### src/rtl/prefetch_pkg.sv
// -----------------------------------------------------------------------------
// prefetch_pkg
// Shared types and helpers for the stream prefetcher.
//   - state_t     : controller states (IDLE / DEMAND / PREFETCH)
//   - pf_entry_t  : one prefetch-buffer entry {valid, tag, data}
//   - line_of()   : clears the byte-offset bits of an address
//   - same_page() : true when two addresses share the same page
// The entry struct is sized from the DEF_* constants, which are also the
// default parameter values of stream_prefetch.
// -----------------------------------------------------------------------------
package prefetch_pkg;

    localparam int DEF_ADDR_W      = 32;
    localparam int DEF_OFFSET_BITS = 5;
    localparam int DEF_LINE_W      = 256;
    localparam int DEF_BUF_DEPTH   = 4;
    localparam int DEF_PF_DEGREE   = 2;
    localparam int DEF_PAGE_BITS   = 12;
    localparam int PF_TAG_W        = DEF_ADDR_W - DEF_OFFSET_BITS;

    typedef enum logic [1:0] {
        IDLE     = 2'd0,
        DEMAND   = 2'd1,
        PREFETCH = 2'd2
    } state_t;

    typedef struct packed {
        logic                  valid;
        logic [PF_TAG_W-1:0]   tag;
        logic [DEF_LINE_W-1:0] data;
    } pf_entry_t;

    // Helpers work on a 64-bit container so any ADDR_W up to 64 can use them.
    function automatic logic [63:0] line_of(input logic [63:0] addr, input int offset_bits);
        return addr & ~((64'd1 << offset_bits) - 64'd1);
    endfunction

    function automatic logic same_page(input logic [63:0] a, input logic [63:0] b,
                                       input int page_bits);
        return (a >> page_bits) == (b >> page_bits);
    endfunction

endpackage

### src/rtl/prefetch_buffer.sv
// -----------------------------------------------------------------------------
// prefetch_buffer
// Small fully-associative store of prefetched lines.
// Ports:
//   clk, rst              clock, synchronous active-high reset
//   lookup_tag            tag to search (combinational)
//   lookup_hit/idx/data   search result
//   wr_en/wr_tag/wr_data  insert a line: first invalid entry, else the
//                         round-robin victim (pointer advances on replacement)
//   inv_en/inv_idx        invalidate one entry
//   flush                 invalidate all entries
// -----------------------------------------------------------------------------
module prefetch_buffer
    import prefetch_pkg::*;
#(
    parameter int DEPTH = DEF_BUF_DEPTH,
    localparam int IDX_W = $clog2(DEPTH)
) (
    input  logic                  clk,
    input  logic                  rst,
    input  logic [PF_TAG_W-1:0]   lookup_tag,
    output logic                  lookup_hit,
    output logic [IDX_W-1:0]      lookup_idx,
    output logic [DEF_LINE_W-1:0] lookup_data,
    input  logic                  wr_en,
    input  logic [PF_TAG_W-1:0]   wr_tag,
    input  logic [DEF_LINE_W-1:0] wr_data,
    input  logic                  inv_en,
    input  logic [IDX_W-1:0]      inv_idx,
    input  logic                  flush
);

    pf_entry_t         entry_q [DEPTH];
    logic [DEPTH-1:0]  match;
    logic              has_free;
    logic [IDX_W-1:0]  free_idx;
    logic [IDX_W-1:0]  wr_idx;
    logic [IDX_W-1:0]  victim_q, victim_d;

    genvar gi;
    generate
        for (gi = 0; gi < DEPTH; gi++) begin : g_match
            assign match[gi] = entry_q[gi].valid && (entry_q[gi].tag == lookup_tag);
        end
    endgenerate

    // Lowest-index match / lowest-index free slot.
    always_comb begin
        lookup_hit = 1'b0;
        lookup_idx = '0;
        has_free   = 1'b0;
        free_idx   = '0;
        for (int i = DEPTH - 1; i >= 0; i--) begin
            if (match[i]) begin
                lookup_hit = 1'b1;
                lookup_idx = IDX_W'(i);
            end
            if (!entry_q[i].valid) begin
                has_free = 1'b1;
                free_idx = IDX_W'(i);
            end
        end
    end

    assign lookup_data = entry_q[lookup_idx].data;
    assign wr_idx      = has_free ? free_idx : victim_q;

    always_comb begin
        victim_d = victim_q;
        if (wr_en && !has_free) begin
            victim_d = victim_q + IDX_W'(1);
        end
    end

    always_ff @(posedge clk) begin
        if (rst) begin
            victim_q <= '0;
            for (int i = 0; i < DEPTH; i++) begin
                entry_q[i].valid <= 1'b0;
            end
        end else if (flush) begin
            for (int i = 0; i < DEPTH; i++) begin
                entry_q[i].valid <= 1'b0;
            end
        end else begin
            victim_q <= victim_d;
            if (wr_en) begin
                entry_q[wr_idx] <= '{valid: 1'b1, tag: wr_tag, data: wr_data};
            end
            if (inv_en) begin
                entry_q[inv_idx].valid <= 1'b0;
            end
        end
    end

endmodule

### src/rtl/stream_prefetch.sv
// -----------------------------------------------------------------------------
// stream_prefetch
// Next-N-line stream prefetcher between a CPU demand port and a downstream
// cache/memory port. A demand miss fetches its line, then up to PF_DEGREE
// following lines (never crossing a 2^PAGE_BITS page) are prefetched into
// prefetch_buffer. Buffer hits answer in one cycle and request one more line.
// Ports:
//   clk, rst                          clock, synchronous active-high reset
//   mem_address, mem_read             CPU demand (held until cpu_resp)
//   cpu_resp, cpu_rdata               one-cycle completion pulse + line data
//   mem_address_out, cache_read       downstream line request (held until resp)
//   cache_resp, cache_rdata           downstream completion pulse + data
//   pf_issued, pf_useful              statistics, only with PREFETCH_STATS_EN
// Optional feature macro: PREFETCH_STATS_EN.
// -----------------------------------------------------------------------------
module stream_prefetch
    import prefetch_pkg::*;
#(
    parameter int ADDR_W      = DEF_ADDR_W,
    parameter int OFFSET_BITS = DEF_OFFSET_BITS,
    parameter int LINE_W      = DEF_LINE_W,
    parameter int BUF_DEPTH   = DEF_BUF_DEPTH,
    parameter int PF_DEGREE   = DEF_PF_DEGREE,
    parameter int PAGE_BITS   = DEF_PAGE_BITS
) (
    input  logic              clk,
    input  logic              rst,
    input  logic [ADDR_W-1:0] mem_address,
    input  logic              mem_read,
    output logic              cpu_resp,
    output logic [LINE_W-1:0] cpu_rdata,
    output logic [ADDR_W-1:0] mem_address_out,
    output logic              cache_read,
    input  logic              cache_resp,
    input  logic [LINE_W-1:0] cache_rdata
`ifdef PREFETCH_STATS_EN
    ,
    output logic [31:0]       pf_issued,
    output logic [31:0]       pf_useful
`endif
);

    localparam int CNT_W = $clog2(BUF_DEPTH + 1);
    localparam int IDX_W = $clog2(BUF_DEPTH);
    localparam logic [ADDR_W-1:0] LINE_INC = ADDR_W'(1) << OFFSET_BITS;

    state_t            state_q, state_d;
    logic              cpu_resp_q, cpu_resp_d;
    logic [LINE_W-1:0] cpu_rdata_q, cpu_rdata_d;
    logic              cache_read_q, cache_read_d;
    logic [ADDR_W-1:0] addr_out_q, addr_out_d;
    logic [ADDR_W-1:0] pf_addr_q, pf_addr_d;
    logic              pf_valid_q, pf_valid_d;
    logic [CNT_W-1:0]  pf_count_q, pf_count_d;

    logic [ADDR_W-1:0]     req_line;
    logic                  demand_ok;
    logic                  fwd_match;
    logic                  pf_in_page;
    logic                  buf_hit, buf_wr, buf_inv, buf_flush;
    logic [IDX_W-1:0]      buf_idx;
    logic [DEF_LINE_W-1:0] buf_data;

    assign req_line  = ADDR_W'(line_of(64'(mem_address), OFFSET_BITS));
    // A demand seen while cpu_resp is high belongs to the request just answered.
    assign demand_ok = mem_read && !cpu_resp_q;
    assign fwd_match = demand_ok && (req_line == pf_addr_q);
    // pf_addr is in-page when it shares a page with the line before it.
    assign pf_in_page = pf_valid_q &&
        same_page(64'(pf_addr_q), 64'(pf_addr_q - LINE_INC), PAGE_BITS);

    prefetch_buffer #(
        .DEPTH (BUF_DEPTH)
    ) u_buf (
        .clk         (clk),
        .rst         (rst),
        .lookup_tag  (PF_TAG_W'(mem_address[ADDR_W-1:OFFSET_BITS])),
        .lookup_hit  (buf_hit),
        .lookup_idx  (buf_idx),
        .lookup_data (buf_data),
        .wr_en       (buf_wr),
        .wr_tag      (PF_TAG_W'(pf_addr_q[ADDR_W-1:OFFSET_BITS])),
        .wr_data     (DEF_LINE_W'(cache_rdata)),
        .inv_en      (buf_inv),
        .inv_idx     (buf_idx),
        .flush       (buf_flush)
    );

    always_comb begin
        state_d      = state_q;
        cpu_resp_d   = 1'b0;
        cpu_rdata_d  = cpu_rdata_q;
        cache_read_d = cache_read_q;
        addr_out_d   = addr_out_q;
        pf_addr_d    = pf_addr_q;
        pf_valid_d   = pf_valid_q;
        pf_count_d   = pf_count_q;
        buf_wr       = 1'b0;
        buf_inv      = 1'b0;
        buf_flush    = 1'b0;
        case (state_q)
            IDLE: begin
                if (demand_ok) begin
                    if (buf_hit) begin
                        cpu_resp_d  = 1'b1;
                        cpu_rdata_d = LINE_W'(buf_data);
                        buf_inv     = 1'b1;
                        if (pf_in_page && (pf_count_q < CNT_W'(BUF_DEPTH))) begin
                            pf_count_d = pf_count_q + CNT_W'(1);
                        end
                    end else begin
                        buf_flush    = 1'b1;
                        state_d      = DEMAND;
                        cache_read_d = 1'b1;
                        addr_out_d   = req_line;
                    end
                end else if ((pf_count_q != '0) && pf_in_page) begin
                    state_d      = PREFETCH;
                    cache_read_d = 1'b1;
                    addr_out_d   = pf_addr_q;
                end else begin
                    pf_count_d = '0;
                end
            end
            DEMAND: begin
                if (cache_resp) begin
                    cpu_resp_d   = 1'b1;
                    cpu_rdata_d  = cache_rdata;
                    cache_read_d = 1'b0;
                    pf_addr_d    = addr_out_q + LINE_INC;
                    pf_valid_d   = 1'b1;
                    pf_count_d   = CNT_W'(PF_DEGREE);
                    state_d      = IDLE;
                end
            end
            PREFETCH: begin
                if (cache_resp) begin
                    // The waiting demand wants exactly this line: hand it over
                    // instead of storing it.
                    if (fwd_match) begin
                        cpu_resp_d  = 1'b1;
                        cpu_rdata_d = cache_rdata;
                    end else begin
                        buf_wr = 1'b1;
                    end
                    cache_read_d = 1'b0;
                    pf_addr_d    = pf_addr_q + LINE_INC;
                    pf_count_d   = pf_count_q - CNT_W'(1);
                    state_d      = IDLE;
                end
            end
            default: state_d = IDLE;
        endcase
    end

    always_ff @(posedge clk) begin
        if (rst) begin
            state_q      <= IDLE;
            cpu_resp_q   <= 1'b0;
            cpu_rdata_q  <= '0;
            cache_read_q <= 1'b0;
            addr_out_q   <= '0;
            pf_addr_q    <= '0;
            pf_valid_q   <= 1'b0;
            pf_count_q   <= '0;
        end else begin
            state_q      <= state_d;
            cpu_resp_q   <= cpu_resp_d;
            cpu_rdata_q  <= cpu_rdata_d;
            cache_read_q <= cache_read_d;
            addr_out_q   <= addr_out_d;
            pf_addr_q    <= pf_addr_d;
            pf_valid_q   <= pf_valid_d;
            pf_count_q   <= pf_count_d;
        end
    end

    assign cpu_resp        = cpu_resp_q;
    assign cpu_rdata       = cpu_rdata_q;
    assign cache_read      = cache_read_q;
    assign mem_address_out = addr_out_q;

`ifdef PREFETCH_STATS_EN
    logic [31:0] pf_issued_q, pf_issued_d;
    logic [31:0] pf_useful_q, pf_useful_d;
    logic        pf_done_evt, pf_useful_evt;

    assign pf_done_evt   = (state_q == PREFETCH) && cache_resp;
    assign pf_useful_evt = buf_inv || (pf_done_evt && fwd_match);

    always_comb begin
        pf_issued_d = pf_issued_q;
        pf_useful_d = pf_useful_q;
        if (pf_done_evt && (pf_issued_q != 32'hFFFF_FFFF)) begin
            pf_issued_d = pf_issued_q + 32'd1;
        end
        if (pf_useful_evt && (pf_useful_q != 32'hFFFF_FFFF)) begin
            pf_useful_d = pf_useful_q + 32'd1;
        end
    end

    always_ff @(posedge clk) begin
        if (rst) begin
            pf_issued_q <= '0;
            pf_useful_q <= '0;
        end else begin
            pf_issued_q <= pf_issued_d;
            pf_useful_q <= pf_useful_d;
        end
    end

    assign pf_issued = pf_issued_q;
    assign pf_useful = pf_useful_q;
`endif

endmodule

### config.mk
export PLATFORM = sky130hd
export DESIGN_NAME = stream_prefetch
export DESIGN_NICKNAME = d
export VERILOG_FILES = /design/src/rtl/prefetch_pkg.sv /design/src/rtl/prefetch_buffer.sv /design/src/rtl/stream_prefetch.sv
export SDC_FILE = /design/constraint.sdc
export NUM_CORES = 2
export LEC_CHECK = 0
export BUFFER_PORTS_ARGS = -buffer_cell sky130_fd_sc_hd__buf_2
export CAP_MARGIN = 20
export CORE_MARGIN = 3
export CORE_UTILIZATION = 40
export CTS_BUF_LIST = sky130_fd_sc_hd__clkbuf_4 sky130_fd_sc_hd__clkbuf_8
export DETAILED_ROUTE_END_ITERATION = 8
export SLEW_MARGIN = 20
export SYNTH_ARGS = -nofsm -noshare
export SYNTH_HDL_FRONTEND = slang
export SYNTH_SLANG_ARGS = --single-unit
### constraint.sdc
create_clock -name clk -period 34.2 [get_ports clk]
set_input_delay 5.13 -clock clk [delete_from_list [all_inputs] [get_ports clk]]
set_output_delay 5.13 -clock clk [all_outputs]
set_load 0.005 [all_outputs]
==> flow_summary_export.csv <==
group,metric,value,unit
outcome,outcome,"finished with violations",
outcome,violated_checks,"DRC",
finish,mostFrequentLayoutCell,"edfxtp_1",
finish,layout_common_cells,"1136 x edfxtp_1, 575 x buf_2, 330 x dfxtp_1",
drt,route.antenna.remaining_nets,0,
timing,totalNegativeSetupSlack,0,ps
clock_network,numCtsBuffers,235,
timing,max_freq,0.0933,GHz
yosys,synth_edf_count,1136,
clock_network,clkTransAtPathRegs,60,ps
clock_network,clockRootBuffer,"clkbuf_8",
yosys,synth.distinct_cells,66,
drt,via_per_inst,5.52,
power_and_ir_drop,post-layout-total-power,3790,uW
run,drv_cap,0,
clock_network,postCtsHoldBufs,0,
timing,min_period,10720,ps
timing,clock_skew,61.4,ps
placement,detailedPlacementHpwl,92100,um
timing,timing.slew.headroom,22.9,%
finish,final_core_utilization,46.6,%
yosys,post_synth.cell_area_avg,14.8,um^2
power_and_ir_drop,seq_power_share,52.0,%
critical_path,setup.worst_path.start_class,"input pin",
global_routing,grt_usage,19.9,%
critical_path,cp_data_required_time,34710,ps
yosys,synth_largest_area_cell,"edfxtp_1",
global_routing,global_route_wire_length_before_repair,242000,um
yosys,synth-async-reset-ratio,0,%
timing,unrepaired_setup_endpoints_after_global_routing,"no",
clock_network,htree_levels,4,
drt,drcViolationCount,7,
die,die_height,397,um
timing,worst_pin_slew,1160,ps
clock_network,cts_tree,"built",
drt,dr_total_vias,38100,
placement,placed_area,65200,um^2
finish,drive_gt1_share,31.1,%
finish,multi_input_comb_area,18500,um^2
finish,area_delta_synth_final,15.1,%
yosys,synth_ff_type,"edfxtp_1",
clock_network,worst_skew_pair_later_pin_latency,920,ps
yosys,synthesis.instances,4116,
placement,inst_count_dp,6420,
drt,wirelength,161000,um
power_and_ir_drop,clock_power_share,41.1,%
global_routing,vias_in_the_first_global_route,38500,
power_and_ir_drop,max-vdd-ir-drop,0.0411,mV
placement,placement.io_buffers,576,
power_and_ir_drop,swShare,23.1,%
yosys,yosys.area.top_type_share,55.9,%
die,placement_rows,142,
die,initial_cell_density_of_the_core,40.5,%
critical_path,timing.critical_path.arrival,11230,ps
critical_path,timing.rr.end,"u_buf.entry_q[0][120]$_DFFE_PP_",
critical_path,reg2reg_slack,27530,ps
power_and_ir_drop,power_per_unit_of_standard_cell_area,54.0,nW/um^2
finish,layout.cells.non_filler,6899,
power_and_ir_drop,leakage_component_of_the_power,0.0239,uW
clock_network,cts_post_setup_buffers_inserted,0,
finish,register_area,40700,um^2
finish,finish.instance_area,70300,um^2
power_and_ir_drop,internal_power,2920,uW
yosys,synth_top_cells_by_area,"edfxtp_1 56%, dfxtp_1 11%, mux2_2 4.8%",
placement,routabilityCongestion,0.880,
clock_network,cts.repair.resized,0,
global_routing,grt_start_max_net_pins,203,
timing,timing.final.crit_share,31.4,%
yosys,netlist_area,61100,um^2
hold_path,holdPathEnd,"mem_address_out[2]$_SDFFE_PP0P_",
finish,fill_cells,13600,
critical_path,cp_max_fo,60,
drt,route.detailed.wl_per_inst,23.3,um
yosys,synth_fp_nets,4417,
die,io-pin-count,582,
hold_path,class_of_the_tightest_hold_or_removal_check,"flip-flop to flip-flop",
global_routing,overflow,0,
critical_path,critical_path_class,"input pin to flip-flop",
clock_network,max_root_sink_buffers,3,
timing,final_max_slew_viol_count,0,
hold_path,hold_path_startpoint,"pf_addr_q[2]$_SDFFE_PP0P_",
yosys,ys_seq_elements,1466,
finish,design.final.nets,4943,
timing,hold_viol,0,
drt,drt_pre_antenna_iters,9,
yosys,yosysSeqAreaShare,66.7,%
clock_network,numClockSinks,1466,
power_and_ir_drop,power.combinational.fraction,6.8,%
global_routing,initial_antenna_violation_count,62,
timing,final-setup-viol-count,0,
hold_path,holdPathStages,2,
yosys,yosysWarningCount,0,
die,die-area,157000,um^2
drt,drtIter0Drc,3752,
die,die-width,397,um
critical_path,worst-r2r-cell-count,11,
die,core_area,151000,um^2
critical_path,critical_path.endpoint_type,"flip-flop",
critical_path,worst_r2r_startpoint,"u_buf.entry_q[3][269]$_DFFE_PP_",
power_and_ir_drop,p_sw,876,uW
area by class of cell:
| cell class | instances | share of cell area, % |
|---|---|---|
| Clock inverter | 68 | 0.641 |
| Multi-Input combinational cell | 2295 | 26.3 |
| Sequential cell | 1466 | 58.0 |
| Inverter | 11 | 0.0588 |
| Tap cell | 2016 | 3.59 |
| Timing Repair Buffer | 633 | 4.88 |
| Antenna cell | 29 | 0.103 |
| Clock buffer | 381 | 6.47 |
logic make-up (layout without fill, tap and decap cells):
family | Yosys count | count (layout) | synth area share [%]
buffers and inverters | 355 | 1093 | 3.20
AOI/OAI and AO/OA | 713 | 713 | 9.44
DFF | 1466 | 1466 | 66.7
adders and majority gates | 9 | 9 | 0.184
other | 0 | 29 | 0
and+or+nand+nor | 892 | 892 | 7.41
xor gates and xnor gates | 143 | 143 | 2.05
muxes | 538 | 538 | 11.0
how the worst max path moves through the flow:
stage / depth (start not counted) / start / slack, ps / to
after detailed placement: 12 / mem_address[18] / 22470 / u_buf.entry_q[0][100]$_DFFE_PP_
after global routing: 12 / mem_address[18] / 23210 / u_buf.entry_q[0][64]$_DFFE_PP_
after CTS: 12 / mem_address[18] / 23500 / u_buf.entry_q[0][64]$_DFFE_PP_
after global placement: 12 / mem_address[18] / 22470 / u_buf.entry_q[0][100]$_DFFE_PP_
final: 12 / mem_address[18] / 23480 / u_buf.entry_q[0][120]$_DFFE_PP_
after floorplan: 9 / mem_address[24] / 7510 / u_buf.entry_q[3][0]$_DFFE_PP_
sequential cells by signal (all words and copies together), names as in the netlist:
register	flops
u_buf.entry_q	1136
cpu_rdata	256
mem_address_out	32
pf_addr_q	32
pf_count_q	3
state_q	2
u_buf.victim_q	2
cache_read	1
cpu_resp	1
pf_valid_q	1
per-layer routing:
metal	global-route usage, %	share of wire, %	up-vias	wire length, um
met5	0	0.14	-	224
met4	6.77	2.7	32	4310
met3	5.21	8.0	331	12800
met2	32.7	48	1454	78000
met1	25.4	41	19100	65600
li1	-	-	17200	-
worst max-delay path: stages:
cell	delay, ps
buf_2	180
xnor2_1	380
nor4b_1	610
nand4_1	350
nor2b_1	270
o41ai_2	120
buf_4	350
nand3_1	310
and3_4	900
buf_4	820
buf_4	810
buf_4	830
through the flow:
step           worst slack (ps)  hold WS, ps
6_report                  23480          454
5_1_grt                   23210          498
4_1_cts                   23500          449
3_5_place_dp              22470          458
3_3_place_gp              22470          449
2_1_floorplan              7510          436
synth_stat cells (all sizes together), types with 7 or more instances:
library cell,n
a211oi,263
a21o,8
a21oi,68
a222oi,256
a311oi,28
a31oi,16
and2,286
buf,148
clkbuf,196
dfxtp,330
edfxtp,1136
ha,9
inv,10
mux2,518
mux2i,20
nand2,124
nand3,28
nand3b,13
nand4,40
nor2,308
nor2b,13
nor3,12
nor4,27
nor4b,7
o211ai,9
o21ai,41
or4,7
xnor2,59
xor2,84
power groups by stage:
| stage | Clock, uW | Sequential (uW) | Combinational (uW) |
|---|---|---|---|
| 6_report | 1560 | 1970 | 259 |
| 5_1_grt | 1680 | 1980 | 285 |
| 4_1_cts | 1600 | 1970 | 260 |
| 3_5_place_dp | 0 | 2010 | 259 |
| 3_3_place_gp | 0 | 2010 | 255 |
| 2_1_floorplan | 0 | 2010 | 143 |
No activity file was read; power rests on OpenSTA's default activity.
